<file path="src/rtl/ds_upsizer.sv">
// Width upsizer: packs RATIO consecutive IWIDTH-bit input words into one registered
// wide output word. Feeds the dual-clock FIFO so it is written once per group.
module ds_upsizer #(
   parameter int unsigned IWIDTH = 8,
   parameter int unsigned RATIO  = 4,
   parameter string       ORDER  = "LSB_FIRST"
) (
   input  logic                       clk,
   input  logic                       reset,
   input  logic [IWIDTH-1:0]          i_dat,
   input  logic                       i_val,
   output logic                       i_rdy,
   output logic [IWIDTH*RATIO-1:0]    o_dat,
   output logic                       o_val,
   input  logic                       o_rdy
);

   localparam int unsigned CW        = ($clog2(RATIO) > 1) ? $clog2(RATIO) : 1;
   localparam int unsigned OW        = IWIDTH * RATIO;
   localparam int unsigned AW        = IWIDTH * (RATIO - 1);
   localparam bit          MSB_FIRST = (ORDER == "MSB_FIRST");
   localparam logic [CW-1:0] LAST    = CW'(RATIO - 1);

   logic [CW-1:0] cnt_q, cnt_d;
   logic [AW-1:0] acc_q, acc_d;
   logic [OW-1:0] o_dat_q, o_dat_d;
   logic          o_val_q, o_val_d;
   logic [OW-1:0] packed_c;
   logic          last_c;
   logic          in_xfer_c;
   logic          out_xfer_c;

   // Only the completing word stalls, and only while the output cannot drain.
   assign last_c     = (cnt_q == LAST);
   assign i_rdy      = ~(last_c & o_val_q & ~o_rdy);
   assign in_xfer_c  = i_val & i_rdy;
   assign out_xfer_c = o_val_q & o_rdy;

   assign o_dat = o_dat_q;
   assign o_val = o_val_q;

   // acc always holds word k in logical slot k; ORDER only affects the final merge.
   always_comb begin
      packed_c = '0;
      for (int unsigned k = 0; k < RATIO - 1; k++) begin
         if (MSB_FIRST)
            packed_c[(RATIO-1-k)*IWIDTH +: IWIDTH] = acc_q[k*IWIDTH +: IWIDTH];
         else
            packed_c[k*IWIDTH +: IWIDTH] = acc_q[k*IWIDTH +: IWIDTH];
      end
      if (MSB_FIRST)
         packed_c[IWIDTH-1:0] = i_dat;
      else
         packed_c[OW-1 -: IWIDTH] = i_dat;
   end

   // Next-state: a completing input overrides the drain so o_val stays high without a bubble.
   always_comb begin
      cnt_d   = cnt_q;
      acc_d   = acc_q;
      o_dat_d = o_dat_q;
      o_val_d = o_val_q;
      if (out_xfer_c)
         o_val_d = 1'b0;
      if (in_xfer_c) begin
         if (last_c) begin
            o_dat_d = packed_c;
            o_val_d = 1'b1;
            cnt_d   = '0;
         end else begin
            for (int unsigned k = 0; k < RATIO - 1; k++) begin
               if (cnt_q == CW'(k))
                  acc_d[k*IWIDTH +: IWIDTH] = i_dat;
            end
            cnt_d = cnt_q + CW'(1);
         end
      end
   end

   always_ff @(posedge clk) begin
      if (reset) begin
         cnt_q   <= '0;
         acc_q   <= '0;
         o_dat_q <= '0;
         o_val_q <= 1'b0;
      end else begin
         cnt_q   <= cnt_d;
         acc_q   <= acc_d;
         o_dat_q <= o_dat_d;
         o_val_q <= o_val_d;
      end
   end

endmodule
</file>
<file path="config.mk">
export PLATFORM = sky130hd
export DESIGN_NAME = ds_upsizer
export DESIGN_NICKNAME = d
export VERILOG_FILES = /design/src/rtl/ds_upsizer.sv
export SDC_FILE = /design/constraint.sdc
export NUM_CORES = 1
export LEC_CHECK = 0
export ABC_AREA = 0
export BUFFER_PORTS_ARGS = -buffer_cell sky130_fd_sc_hd__buf_2
export CORE_ASPECT_RATIO = 1.5
export CORE_MARGIN = 10
export CORE_UTILIZATION = 36
export CTS_BUF_LIST = sky130_fd_sc_hd__clkbuf_16
export CTS_CLUSTER_DIAMETER = 120
export DETAILED_ROUTE_END_ITERATION = 8
export SETUP_SLACK_MARGIN = 0.05
export SKIP_LAST_GASP = 1
export SYNTH_ARGS = -nofsm -noshare
export SYNTH_HDL_FRONTEND = slang
export SYNTH_SLANG_ARGS = --single-unit
</file>
<file path="constraint.sdc">
create_clock -name clk -period 1.6 [get_ports clk]
set_input_delay 0.16 -clock clk [delete_from_list [all_inputs] [get_ports clk]]
set_output_delay 0.16 -clock clk [all_outputs]
set_load 0.05 [all_outputs]
</file>
==> results.md <==
* Status: completed
* Peak Freq at 707.5 MHz
* Largest net degree at the start of global routing at 27
* Total GRT Usage at 11.42%
* Clk buf depth at 2
* Crit path kind: reg -> out
* Die X at between 80 and 90 um
* Maximum VDD drop at 538.2 uV
* Crit path max fanout at 8
* Dominant synthesized flop cell: dfxtp_1
* Worst setup SP type: flip-flop
* Worst Hold Class: in -> reg
* Port bufs at 45
* Post-Syn Instances at 249
* Worst-skew pair later-pin latency at between 0.3 and 0.4 ns
* Synth cell types at 24
* Internal power at 2.799 mW
* Cell area after synthesis at 0.002357 mm2
* DR pass1 iterations at 4
* Total CTS buffers at 9
* Compound-gate portion of the synthesized area at 15.50%
* Post-CTS Hold Buffers at 0
* Crit path required time at 1.44 ns
* Num Clock Sinks at 59
* Most frequent cell after synthesis: dfxtp_1
* Vias/cell at roughly 5.0
* Fin util at 45.88%
* Synth Register Bits at 59
* DRT Wirelength at around 5700 um
* Post-layout minimum cycle time at approximately 1.4 ns
* Max-cap violations at 0
* Avg Inst Size Synth at 9.467 um2
* WHS Path Cells at 3
* Largest family of logic cells by synthesized area: compound AO/OA/AOI/OAI gates
* Seq/Total Area, Yosys at 50.11%
* Area contributors post-synth: dfxtp_1 50%, mux2i_1 10%, a21oi_1 7.0%
* Placer Congestion at 0.7542
* Synth Area in Simple Gates at 15.13%
* R2r worst-path depth at 5
* Die footprint at approximately 0.010 mm2
* Yosys top cell area share at roughly 50%
* Global route total overflow at 0
* Final Cycle Share at 88.34%
* Power Dens Cells at between 1000 and 1500 mW/mm2
* Fill cell count at 643
* Routed via count at 1889
* N_diodes at 0
* Dominant cell type by area after synthesis: dfxtp_1
* Post-DP HPWL at 4063 um
* Number of global-route vias before repair at 1816
* Post-synthesis mux area share at 10.19%
* RSZ-0062 raised after global routing: false
* DRC viols at 0
* Io pins at 46
* Worst Skew at ~0.0036 ns
* DRT antenna net count at 0
* Leak at about 1.3 nW
* H-tree levels at 3
* Post-synth EDFFs at 0
* CP arrival at 1.25 ns
* Fin nets at 311
* DR iter-0 viols at around 110
* Non-Filler Instances at 376
* Commonest cells post-synth: 59 x dfxtp_1, 33 x a21oi_1, 32 x o21ai_0, 24 x mux2i_1, 24 x nor2_1
* Die H at 119.1 um
* Clock transition at path regs at 0.05 ns
* Final Hold Vio Count at 0
* Post-synth net total at 265
* Adder-Cell Fraction of Synth Area at 2.123%
* Xor/xnor cell area share of the yosys netlist at 0%
* Layout Area Growth over Synthesis at 25.37%
* Slew headroom at ~65%
* Final cell area excluding filler cells at about 0.0030 mm2
* Final Max Tran Viols at 0
* Flop2flop setup slack at 0.23 ns
* # rows at 36
* Initial antenna violation count at 0
* CORE AREA at 0.006441 mm2
* Worst slew pin tran at 0.5318 ns
* Gate power share at 5.6%
* FFs w/ async S/R, synth at 0%
* CTS tree: yes
* Seq pwr share at about two fifths
* Share of layout cells above drive strength 1 at about 30%
* Setup crit end kind: output pin
* Sw power at around 840 uW
* Synth warn at 0
* Setup TNS at 0 ns
* Dpl cells at 360
* DR WL/cell at 15.26 um
* CTS root buf: clkbuf_16
* Starting Density at between 30% and 40%
* Clock power frac at between 50% and 60%
* Worst Hold Slack at 0.1333 ns
* Finish-stage setup viols at 0
* Sw frac at 23.04%
* Global-route wire length before repair at 9239 um
* Area after DPL at approximately 0.0026 mm2
[layout make-up]
type	count	area, um2	share of cell area [%]
clock buffer	9	225.2	7.621
clock inverter	7	76.32	2.583
tap	76	95.09	3.218
inverter	4	15.01	0.5080
multi-input combinational	162	1015	34.34
timing repair buffer	59	346.6	11.73
sequential	59	1182	40.01
[cells in the final DEF (no fill, tap or decap)]
cell and n:
nand3_2 10, nor2b_4 1, nor2_1 24, a21oi_2 1, o2111ai_1 1, inv_1 4, inv_6 1, buf_6 1
ha_1 3, clkinv_4 2, ha_2 1, dfxtp_2 1, nand3_1 22, a21oi_1 33, clkbuf_16 9, nand3b_1 3
a211oi_1 1, nand2b_1 1, buf_2 45, bufinv_16 1, clkinvlp_4 2, and2_1 1, clkinv_2 1, nand2_1 2
o21ai_0 32, o31ai_1 1, a21boi_0 1, buf_12 1, buf_4 12, mux2i_1 24, dfxtp_1 58
[what timing repair did]
| item | CTS | global route |
|---|---|---|
| buffers inserted | 0 | 0 |
| gates resized for setup | 0 | 2 |
| endpoints found under the setup margin | 0 | 9 |
[per-stage QoR]
stage / power, mW / setup slack [ns]
4_1_cts: 3.669 / 0.1335
3_3_place_gp: 1.763 / 0.2230
2_1_floorplan: 1.698 / 0.1559
6_report: 3.637 / 0.1865
3_5_place_dp: 1.766 / 0.1602
5_1_grt: 3.776 / 0.08978
[state kept, by name, summed over array words and instances (netlist names)]
signal	flops
o_dat	32
acc_q	24
cnt_q	2
o_val	1
[cell families after synthesis]
logic type,after synthesis
AOI/OAI and AO/OA,70
and+or+nand+nor,64
DFF,59
buffers and inverters,28
muxes,24
adders and majority gates,4
[critical path, cell delays in order, from the launching register on]
cell and delay [ns]:
dfxtp_1 0.39, ha_2 0.26, nand2_1 0.07, buf_2 0.21
[power by group through the flow]
| stage | logic [mW] | registers [mW] | clock network [mW] |
|---|---|---|---|
| floorplan | 0.130 | 1.57 | 0 |
| global placement | 0.204 | 1.56 | 0 |
| detailed placement | 0.206 | 1.56 | 0 |
| CTS | 0.207 | 1.53 | 1.93 |
| global route | 0.225 | 1.53 | 2.02 |
| finish | 0.205 | 1.53 | 1.90 |
[per-layer routing]
metal  GRT usage [%]  wire (um)
met1           12.91       2447
met2           18.33       2902
met3           4.025        260
met4           5.888        126
met5               0          0
[path summary, 6_finish.rpt]
path                             to                   from
max                           i_rdy  cnt_q[0]$_SDFFE_PP0N_
min          o_dat[29]$_SDFFE_PP0P_               i_dat[5]
max reg2reg  acc_q[10]$_SDFFE_PP0P_  cnt_q[0]$_SDFFE_PP0N_
min reg2reg   o_dat[5]$_SDFFE_PP0P_  acc_q[5]$_SDFFE_PP0P_
Note: power is estimated with default switching activity, not from simulation.
